==> config.mk <==
export PLATFORM = sky130hd
export DESIGN_NAME = bram_stream_reader_flat
export DESIGN_NICKNAME = d
export VERILOG_FILES = /design/src/rtl/bram_stream_reader_if.sv /design/src/rtl/bram_stream_reader.sv /design/src/flat_wrapper.sv
export SDC_FILE = /design/constraint.sdc
export NUM_CORES = 1
export LEC_CHECK = 0
export ABC_CLOCK_PERIOD_IN_PS = 3000
export BUFFER_PORTS_ARGS = -buffer_cell sky130_fd_sc_hd__buf_2
export CAP_MARGIN = 5
export CORE_UTILIZATION = 32
export CTS_CLUSTER_DIAMETER = 200
export DETAILED_ROUTE_END_ITERATION = 10
export HOLD_SLACK_MARGIN = 0.05
export PLACE_DENSITY = 0.52
export SYNTH_ARGS = -nofsm -noshare
export SYNTH_HDL_FRONTEND = slang
export SYNTH_SLANG_ARGS = --single-unit
==> constraint.sdc <==
create_clock -name clk -period 3 [get_ports clk]
set_clock_uncertainty 0.15 [all_clocks]
set_input_delay 0.6 -clock clk [delete_from_list [all_inputs] [get_ports clk]]
set_output_delay 0.6 -clock clk [all_outputs]
set_load 0.01 [all_outputs]
==> src/rtl/bram_stream_reader_if.sv <==
// Output word stream of the BRAM read sequencer (valid/ready handshake).
interface bram_stream_reader_if #(
  parameter int unsigned DW = 8
);
  logic [DW-1:0] m_data;
  logic          m_valid;
  logic          m_ready;

  modport master (output m_data, output m_valid, input m_ready);
  modport slave  (input m_data, input m_valid, output m_ready);
endinterface

==> src/rtl/bram_stream_reader.sv <==
// Read-side BRAM sequencer: walks len addresses from base, hides the RAM read
// latency and presents the words as a backpressured valid/ready stream.
module bram_stream_reader #(
  parameter  int unsigned WIDTH = 0,
  parameter  int unsigned DEPTH = 1,
  localparam int unsigned DW    = 8 << WIDTH,
  localparam int unsigned AW    = 12 + DEPTH
) (
  input  logic          clk,
  input  logic          rst_n,
  input  logic          start,
  input  logic [AW-1:0] base,
  input  logic [AW:0]   len,
  output logic          busy,
  output logic          done,
  output logic [AW-1:0] raddr,
  input  logic [DW-1:0] rdata,
  bram_stream_reader_if.master m
);

  localparam int unsigned FIFO_N = 4;
  localparam int unsigned PTR_W  = 2;
  localparam int unsigned CNT_W  = 3;

  typedef enum logic {IDLE = 1'b0, RUN = 1'b1} state_t;

  state_t            state_q, state_d;
  logic              busy_d, done_d;
  logic [AW-1:0]     raddr_d;
  logic [AW:0]       rem_q, rem_d;
  logic              d1_q, d1_d, d2_q;
  logic [DW-1:0]     fifo_q [FIFO_N];
  logic [PTR_W-1:0]  wr_ptr_q, rd_ptr_q;
  logic [CNT_W-1:0]  count_q, count_d;
  logic [CNT_W-1:0]  occ_c;
  logic              pop_c, push_c, last_c;

  // Stream head decoded straight from FIFO registers
  assign m.m_valid = (count_q != CNT_W'(0));
  assign m.m_data  = fifo_q[rd_ptr_q];

  // Next-state, issue decision and FIFO occupancy
  always_comb begin
    state_d = state_q;
    busy_d  = busy;
    done_d  = 1'b0;
    raddr_d = raddr;
    rem_d   = rem_q;
    d1_d    = 1'b0;
    pop_c   = m.m_valid & m.m_ready;
    push_c  = d2_q;
    // Words already buffered or still in the RAM pipeline
    occ_c   = count_q + CNT_W'(d1_q) + CNT_W'(d2_q);
    last_c  = (rem_q == '0) && !d1_q && !d2_q && (count_q == CNT_W'(1)) && pop_c;
    case (state_q)
      IDLE: begin
        if (start) begin
          if (len != '0) begin
            state_d = RUN;
            busy_d  = 1'b1;
            raddr_d = base;
            rem_d   = len - (AW+1)'(1);
            d1_d    = 1'b1;
          end else begin
            done_d  = 1'b1;
          end
        end
      end
      RUN: begin
        if ((rem_q != '0) && ((occ_c - CNT_W'(pop_c)) <= CNT_W'(FIFO_N - 1))) begin
          raddr_d = raddr + AW'(1);
          rem_d   = rem_q - (AW+1)'(1);
          d1_d    = 1'b1;
        end
        if (last_c) begin
          state_d = IDLE;
          busy_d  = 1'b0;
          done_d  = 1'b1;
        end
      end
      default: state_d = IDLE;
    endcase
    count_d = count_q + CNT_W'(push_c) - CNT_W'(pop_c);
  end

  // Control and read-latency pipeline registers
  always_ff @(posedge clk) begin
    if (!rst_n) begin
      state_q <= IDLE;
      busy    <= 1'b0;
      done    <= 1'b0;
      raddr   <= '0;
      rem_q   <= '0;
      d1_q    <= 1'b0;
      d2_q    <= 1'b0;
    end else begin
      state_q <= state_d;
      busy    <= busy_d;
      done    <= done_d;
      raddr   <= raddr_d;
      rem_q   <= rem_d;
      d1_q    <= d1_d;
      d2_q    <= d1_q;
    end
  end

  // Four-entry output FIFO; storage cleared so no stale word survives reset
  always_ff @(posedge clk) begin
    if (!rst_n) begin
      for (int i = 0; i < FIFO_N; i++) fifo_q[i] <= '0;
      wr_ptr_q <= '0;
      rd_ptr_q <= '0;
      count_q  <= '0;
    end else begin
      if (push_c) begin
        fifo_q[wr_ptr_q] <= rdata;
        wr_ptr_q         <= wr_ptr_q + PTR_W'(1);
      end
      if (pop_c) rd_ptr_q <= rd_ptr_q + PTR_W'(1);
      count_q <= count_d;
    end
  end

endmodule

==> src/flat_wrapper.sv <==
// flat-port wrapper written by rule: the top's interface ports become plain ports
module bram_stream_reader_flat 
#(
  parameter  int unsigned WIDTH = 0,
  parameter  int unsigned DEPTH = 1,
  localparam int unsigned DW    = 8 << WIDTH,
  localparam int unsigned AW    = 12 + DEPTH
)
  (clk, rst_n, start, base, len, busy, done, raddr, rdata, m_m_data, m_m_valid, m_m_ready);
  bram_stream_reader_if #(.DW((8))) m_i ();
  input  logic clk;
  input  logic rst_n;
  input  logic start;
  input  logic [AW-1:0] base;
  input  logic [AW:0] len;
  output logic busy;
  output logic done;
  output logic [AW-1:0] raddr;
  input  logic [DW-1:0] rdata;
  output wire logic [$bits(m_i.m_data)-1:0] m_m_data;
  output wire logic [$bits(m_i.m_valid)-1:0] m_m_valid;
  input wire logic [$bits(m_i.m_ready)-1:0] m_m_ready;
  assign m_m_data = m_i.m_data;
  assign m_m_valid = m_i.m_valid;
  assign m_i.m_ready = m_m_ready;
  bram_stream_reader #(.WIDTH(WIDTH), .DEPTH(DEPTH)) u_core (.clk(clk), .rst_n(rst_n), .start(start), .base(base), .len(len), .busy(busy), .done(done), .raddr(raddr), .rdata(rdata), .m(m_i));
endmodule
Yosys cells after proc, flatten, opt, wreduce, memory -nomap -nowiden

Memory sizes are Yosys's and may differ from the RTL's. A register that Yosys moved wholly into a read port is not among the register bits.
Index checks and enable logic that the tools add are counted.

Add/subtract/negate cells: 10
$mul: 0
Divide/modulo/power cells: 0
$lt $le $gt $ge: 1
Equality and inequality tests: 5
Shift-type cells: 0
Mux-type cells: 31
Bitwise operators: 2
Reduce and logical (&&, ||, !) cells: 14

Operators by type and width:

| cell                  | number |
|---|---|
| $mux 14               | 3 |
| $mux 13               | 3 |
| $pmux 14 s2           | 1 |
| $reduce_bool 14->1    | 2 |
| $sub 14x1->14 const B | 2 |
| $pmux 13 s2           | 1 |
| $mux 1                | 15 |
| $logic_not 14->1      | 1 |
| $add 13x1->13 const B | 1 |
| $add 3x1->3           | 3 |
| $mux 8                | 1 |
| $pmux 1 s2            | 4 |
| $reduce_or 8->1       | 1 |
| $mux 2                | 3 |
| $ne 2x2->1 const B    | 3 |
| $reduce_and 3->1      | 2 |
| $sub 3x1->3           | 2 |
| $logic_and 1x1->1     | 5 |
| $add 2x1->2 const B   | 2 |
| $eq 3x1->1 const B    | 1 |
| $le 3x2->1 const B    | 1 |
| $reduce_bool 3->1     | 1 |
| $logic_not 1->1       | 2 |
| $ne 2x1->1 const B    | 1 |
| other kinds (2)       | 2 |

Bits in registers: 39
Latch bits: 0
RAM bits: 32
ROM bits: 0
Bits of input ports: 39
Output and inout port bits: 24
Memories: 1

Memory list:

| name          | depth | bits a word | rd ports | clocked after Yosys merged registers in | write ports | RTL line                 | source |
|---|---|---|---|---|---|---|---|
| u_core.fifo_q | 4     | 8           | 1        | 1                                       | 4           | bram_stream_reader.sv:32 | `logic [DW-1:0] fifo_q [FIFO_N];` |

Depth between registers and ports, before layout

Depth after elaboration: 7
Depth in mapped cells: 12
Gate-level depth less buffers: 11

Least setup slack after synthesis

Ideal clock, no wire load.

Kind: reg-to-reg
Start point: register u_core.count_q[1]
End point: register u_core.rem_q[4]
Arrival time: 3.007 ns
Path slack: -0.285 ns
Stages on the path, launching flop included: 13
Period minus slack after synthesis: 3.285 ns
Cell sequence: dfxtp_1 > nor2_1 > nand2_1 > and2_1 > ha_1 > fa_1 > fa_1 > xnor2_1 > a32oi_2 > clkbuf_1 > nor3_1 > a221oi_1 > nor2_1

Cells in the longest elaborated chain, start to end: 7
Elaborated cells between the ends (all ways): 9
Classes of those cells: add/sub: 3; order compare: 1; eq/ne: 1; bitwise: 1; reduce/logical: 3

RTL lines:

| what                       | RTL line                  | source |
|---|---|---|
| start, declared            | bram_stream_reader.sv:34  | `logic [CNT_W-1:0] count_q, count_d;` |
| start signal, assigned     | bram_stream_reader.sv:120 | `count_q <= count_d;` |
| $reduce_bool 3->1          | bram_stream_reader.sv:39  | `assign m.m_valid = (count_q != CNT_W'(0));` |
| net m_m_valid              | flat_wrapper.sv:21        | `output wire logic [$bits(m_i.m_valid)-1:0] m_m_valid;` |
| $and 1x1->1                | bram_stream_reader.sv:50  | `pop_c = m.m_valid & m.m_ready;` |
| net u_core.pop_c           | bram_stream_reader.sv:36  | `logic pop_c, push_c, last_c;` |
| $sub 3x1->3                | bram_stream_reader.sv:70  | `if ((rem_q != '0) && ((occ_c - CNT_W'(pop_c)) <= CNT_W'(FIFO_N - 1))) begin` |
| $le 3x2->1                 | bram_stream_reader.sv:70  |  |
| $logic_and 1x1->1          | bram_stream_reader.sv:70  |  |
| $ne 2x2->1 (no line)       | -                         |  |
| $reduce_and 3->1 (no line) | -                         |  |
| end signal, assigned       | bram_stream_reader.sv:101 | `rem_q <= rem_d;` |
| end, declared              | bram_stream_reader.sv:30  | `logic [AW:0] rem_q, rem_d;` |

The timed path passes the listed nets, and every way through them passes these cells.
A chain may end at the register's enable or synchronous reset.

Worst setup path in the final report

Start point: register u_core.count_q[1]
End point: register u_core.rem_q[2]

Cells in the longest elaborated chain, start to end: 7
Elaborated cells between the ends (all ways): 9
Classes of those cells: add/sub: 3; order compare: 1; eq/ne: 1; bitwise: 1; reduce/logical: 3

RTL lines:

| what                       | RTL line |
|---|---|
| $reduce_bool 3->1          | bram_stream_reader.sv:39 |
| $and 1x1->1                | bram_stream_reader.sv:50 |
| net u_core.pop_c           | bram_stream_reader.sv:36 |
| $sub 3x1->3                | bram_stream_reader.sv:70 |
| $le 3x2->1                 | bram_stream_reader.sv:70 |
| $logic_and 1x1->1          | bram_stream_reader.sv:70 |
| $ne 2x2->1 (no line)       | - |
| $reduce_and 3->1 (no line) | - |

The timed path passes the listed nets, and every way through them passes these cells.

==> qor.yml <==
timing:
  hold_viol: 0
  finalMaxSlewViolations: 0
  fin_hold_ws_ns: 0.326
  layout_min_cycle_time_ns: 2.85
  worst_pin_slew_ns: 0.638
  timing.fmax_mhz: 351
  worst_slack_ns: 0.147
  rsz0062_at_grt: "false"
  min_period_over_period: 0.951
  fin_tns_setup_ns: 0
  finalSetupViolCount: 0
  slew_headroom: 0.573
yosys:
  synth_simple_gate_area_share: 0.250
  netlist_instances: 411
  yosys.area_share.adder: 0.0279
  syn-num-nets: 457
  async_reset_ff_frac: 0
  synthTopCellsByArea: "edfxtp_1 24%, dfxtp_1 21%, mux4_2 4.6%"
  ys_seq_elements: 73
  synth_top_area_cell: "edfxtp_1"
  synth_top_family_by_area: "simple AND/OR/NAND/NOR gates"
  synthMuxAreaShare: 0.0644
  syn_area_per_cell_sq_um: 9.59
  synthFlopType: "dfxtp_1"
  synth_edf_count: 32
  synth_compound_area_frac: 0.139
  seq_area_frac_synth: 0.452
  synth-xor-area-share: 0.0267
  yosys_warnings: 0
  netlist_area_sq_mm: 0.00394
  synth_top_area_frac: 0.244
  synth_cell_types: 67
grt:
  grt_max_degree: 43
  antenna_found_initial: 0
  grt_pass1_wl_um: 15900
  grt_pass1_vias: 3237
  overflow: 0
  grt_usage: 0.160
setup_path:
  critPathMaxStageDelay_ns: 0.36
  r2r_cells: 11
  required_ns: 3.11
  critical_path_class: "reg -> reg"
  start_kind: "flop"
  cp_data_arrival_time_ns: 2.96
  cpMostUsedCell: "fa_2"
  cp-end-kind: "flop"
  cp_max_fo: 26
  worstPathCellList: "nor2_4 -> nand2_2 -> and2_4 -> ha_4 -> fa_2 -> fa_2 -> xnor2_2 -> a32oi_2 -> buf_12 -> or3_1 -> a31oi_1"
  critPathSlowestCell: "fa_2"
cts:
  clk_latency_ns: 0.34
  clockRootBuffer: "clkbuf_16"
  holdBufCountCts: 0
  cts_tree: "built"
  cts.htree.levels: 3
  path_clk_slew_ns: 0.07
  cts_sinks: 73
  numCtsBuffers: 9
  max-clock-path-buffers: 2
detailed_routing:
  drt_iter0_markers: 123
  firstDrtPassIters: 4
  wire_per_inst_um: 15.0
  num_vias: 3325
  wl_um: 9630
  ant_nets: 0
  via_per_inst: 5.18
  post-route-drc-count: 0
die:
  core_sq_mm: 0.0120
  die_h_um: 113
  die_w_um: 113
  start_util: 0.328
  io_pins: 63
  num_rows: 40
  die_area_sq_mm: 0.0128
layout:
  n_antenna_cell: 0
  multiInputGateArea_sq_mm: 0.00209
  num-fill-cells: 1205
  design_area_sq_mm: 0.00498
  nNetsFinal: 536
  seqCellArea_sq_mm: 0.00178
  syn2layout_area_growth_pct: 26.2
  drive_above_1_share: 0.289
place:
  dp_hpwl_um: 6690
  gp_congestion: 0.793
  postPlaceCellArea_sq_mm: 0.00459
  port_buffers: 62
  pre_cts_slack_ns: -0.196
power_and_ir_drop:
  seqPwrFrac: 0.383
  p_int_mw: 2.33
  power_density_mw_per_mm2: 696
  finalPower_mw: 3.46
  power.clock.fraction: 0.326
  ir_drop_mv: 0.226
  netSwitchingPower_mw: 1.13
  p_comb_frac: 0.290
  power_switching_share: 0.326
  leakage_nw: 1.93
outcome:
  status: "completed"
min_path:
  hp-class: "reg -> reg"
  hold_depth: 2
run:
  maxCapViolCount: 0
[cell type report]
type / count / share of cell area
Clock buffer: 9 / 0.0453
Clock inverter: 7 / 0.0171
Inverter: 18 / 0.0136
Multi-Input combinational cell: 300 / 0.420
Sequential cell: 73 / 0.359
Tap cell: 147 / 0.0370
Timing Repair Buffer: 88 / 0.108
[cell families after synthesis]
kind of cell,count (synthesis)
adders and majority gates,7
buffers and inverters,38
AOI/OAI and AO/OA,83
and+or+nand+nor,184
muxes,14
xor gates and xnor gates,12
DFF,73
[stage by stage]
step / util / instances
after floorplan: - / 411
after global placement: 0.382 / 624
after detailed placement: 0.382 / 624
after CTS: 0.409 / 641
after global routing: 0.414 / 642
final: 0.414 / 642
[per-layer routing]
metal | wire, um | up-vias | GRT usage | part of all wire
li1 | - | 1666 | - | -
met1 | 4770 | 1584 | 0.211 | 0.50
met2 | 4420 | 62 | 0.261 | 0.46
met3 | 300 | 13 | 0.0284 | 0.031
met4 | 143 | 0 | 0.0675 | 0.015
met5 | 0 | - | 0 | 0
[power by group through the flow]
stage / registers, mW / logic [mW] / clock network [mW]
CTS: 1.33 / 0.987 / 1.15
global route: 1.35 / 1.11 / 1.20
floorplan: 1.30 / 0.665 / 0
finish: 1.33 / 1.01 / 1.13
global placement: 1.35 / 0.957 / 0
detailed placement: 1.35 / 0.972 / 0
[registers in the layout (all words and copies together) (netlist names), named ones only]
name,count
u_core.wr_ptr_q,2
u_core.rd_ptr_q,2
u_core.fifo_q,32
u_core.d1_q,1
u_core.rem_q,14
u_core.state_q,1
u_core.busy,1
u_core.raddr,13
u_core.done,1
u_core.d2_q,1
u_core.count_q,3
[path summary, 6_finish.rpt]
check | from | to | slack [ns]
worst min-delay path | u_core.rem_q[8] | u_core.rem_q[8] | 0.33
worst max register to register | u_core.count_q[1] | u_core.rem_q[2] | 0.15
worst max-delay path | u_core.count_q[1] | u_core.rem_q[2] | 0.15
worst min register to register | u_core.rem_q[8] | u_core.rem_q[8] | 0.33
[cell usage in the layout, fill, tap and decap left out, types with 3 or more instances in the layout]
master / synthesis / layout
a211oi_1: 3 / 3
a21o_1: 3 / 3
a21oi_1: 25 / 24
a31oi_1: 3 / 3
and2_1: 15 / 14
buf_2: 0 / 62
buf_4: 0 / 22
clkbuf_16: 0 / 9
clkinv_4: 0 / 3
dfxtp_1: 41 / 39
edfxtp_1: 32 / 32
ha_1: 4 / 3
inv_1: 16 / 16
mux2i_1: 4 / 4
mux4_2: 8 / 8
nand2_1: 42 / 40
nand2b_1: 7 / 7
nand3_1: 12 / 12
nand4_1: 3 / 3
nor2_1: 47 / 46
nor2b_1: 7 / 7
nor3_1: 17 / 16
nor4_1: 13 / 13
o21ai_0: 19 / 19
o31a_1: 3 / 3
or3_1: 5 / 5
xnor2_1: 6 / 5
xor2_1: 6 / 6
[timing repair]
| item | CTS | global route |
|---|---|---|
| buffers inserted | 1 | 1 |
| gates cloned | 0 | 0 |
| setup endpoints to repair | 4 | 23 |
| resized for setup | 3 | 9 |
| pin swaps | 2 | 6 |
| endpoints found under the hold margin | 0 | 0 |
[critical path, delay by kind of cell, from the launching register on]
family,cells,cell delay [ns]
AO/OA/AOI/OAI,2,0.35
XOR/XNOR,1,0.20
adder cells (fa/ha/maj),3,0.94
buffers and inverters,1,0.19
flip-flops,1,0.33
AND/OR/NAND/NOR,4,0.62
[cells in the mapped netlist, types with 2 or more instances]
master / count
xor2_1: 6
nand4_1: 3
nor3_1: 17
a31oi_1: 3
o31a_1: 3
o22ai_1: 2
or3_1: 5
o41ai_1: 2
a21o_1: 3
xnor2_1: 6
nor3b_1: 2
buf_6: 2
a211oi_1: 3
and2_1: 15
mux4_2: 8
o21ai_0: 19
o2111ai_1: 2
fa_1: 3
or4b_1: 2
nor2b_1: 7
mux2i_1: 4
nand3_1: 12
clkinv_1: 2
nand2b_1: 7
buf_1: 2
nand2_1: 42
nor2_1: 47
o21a_1: 2
a221oi_1: 2
a21oi_1: 25
clkbuf_1: 16
ha_1: 4
edfxtp_1: 32
inv_1: 16
dfxtp_1: 41
nor4_1: 13
Power figures use the tool's default switching activity.
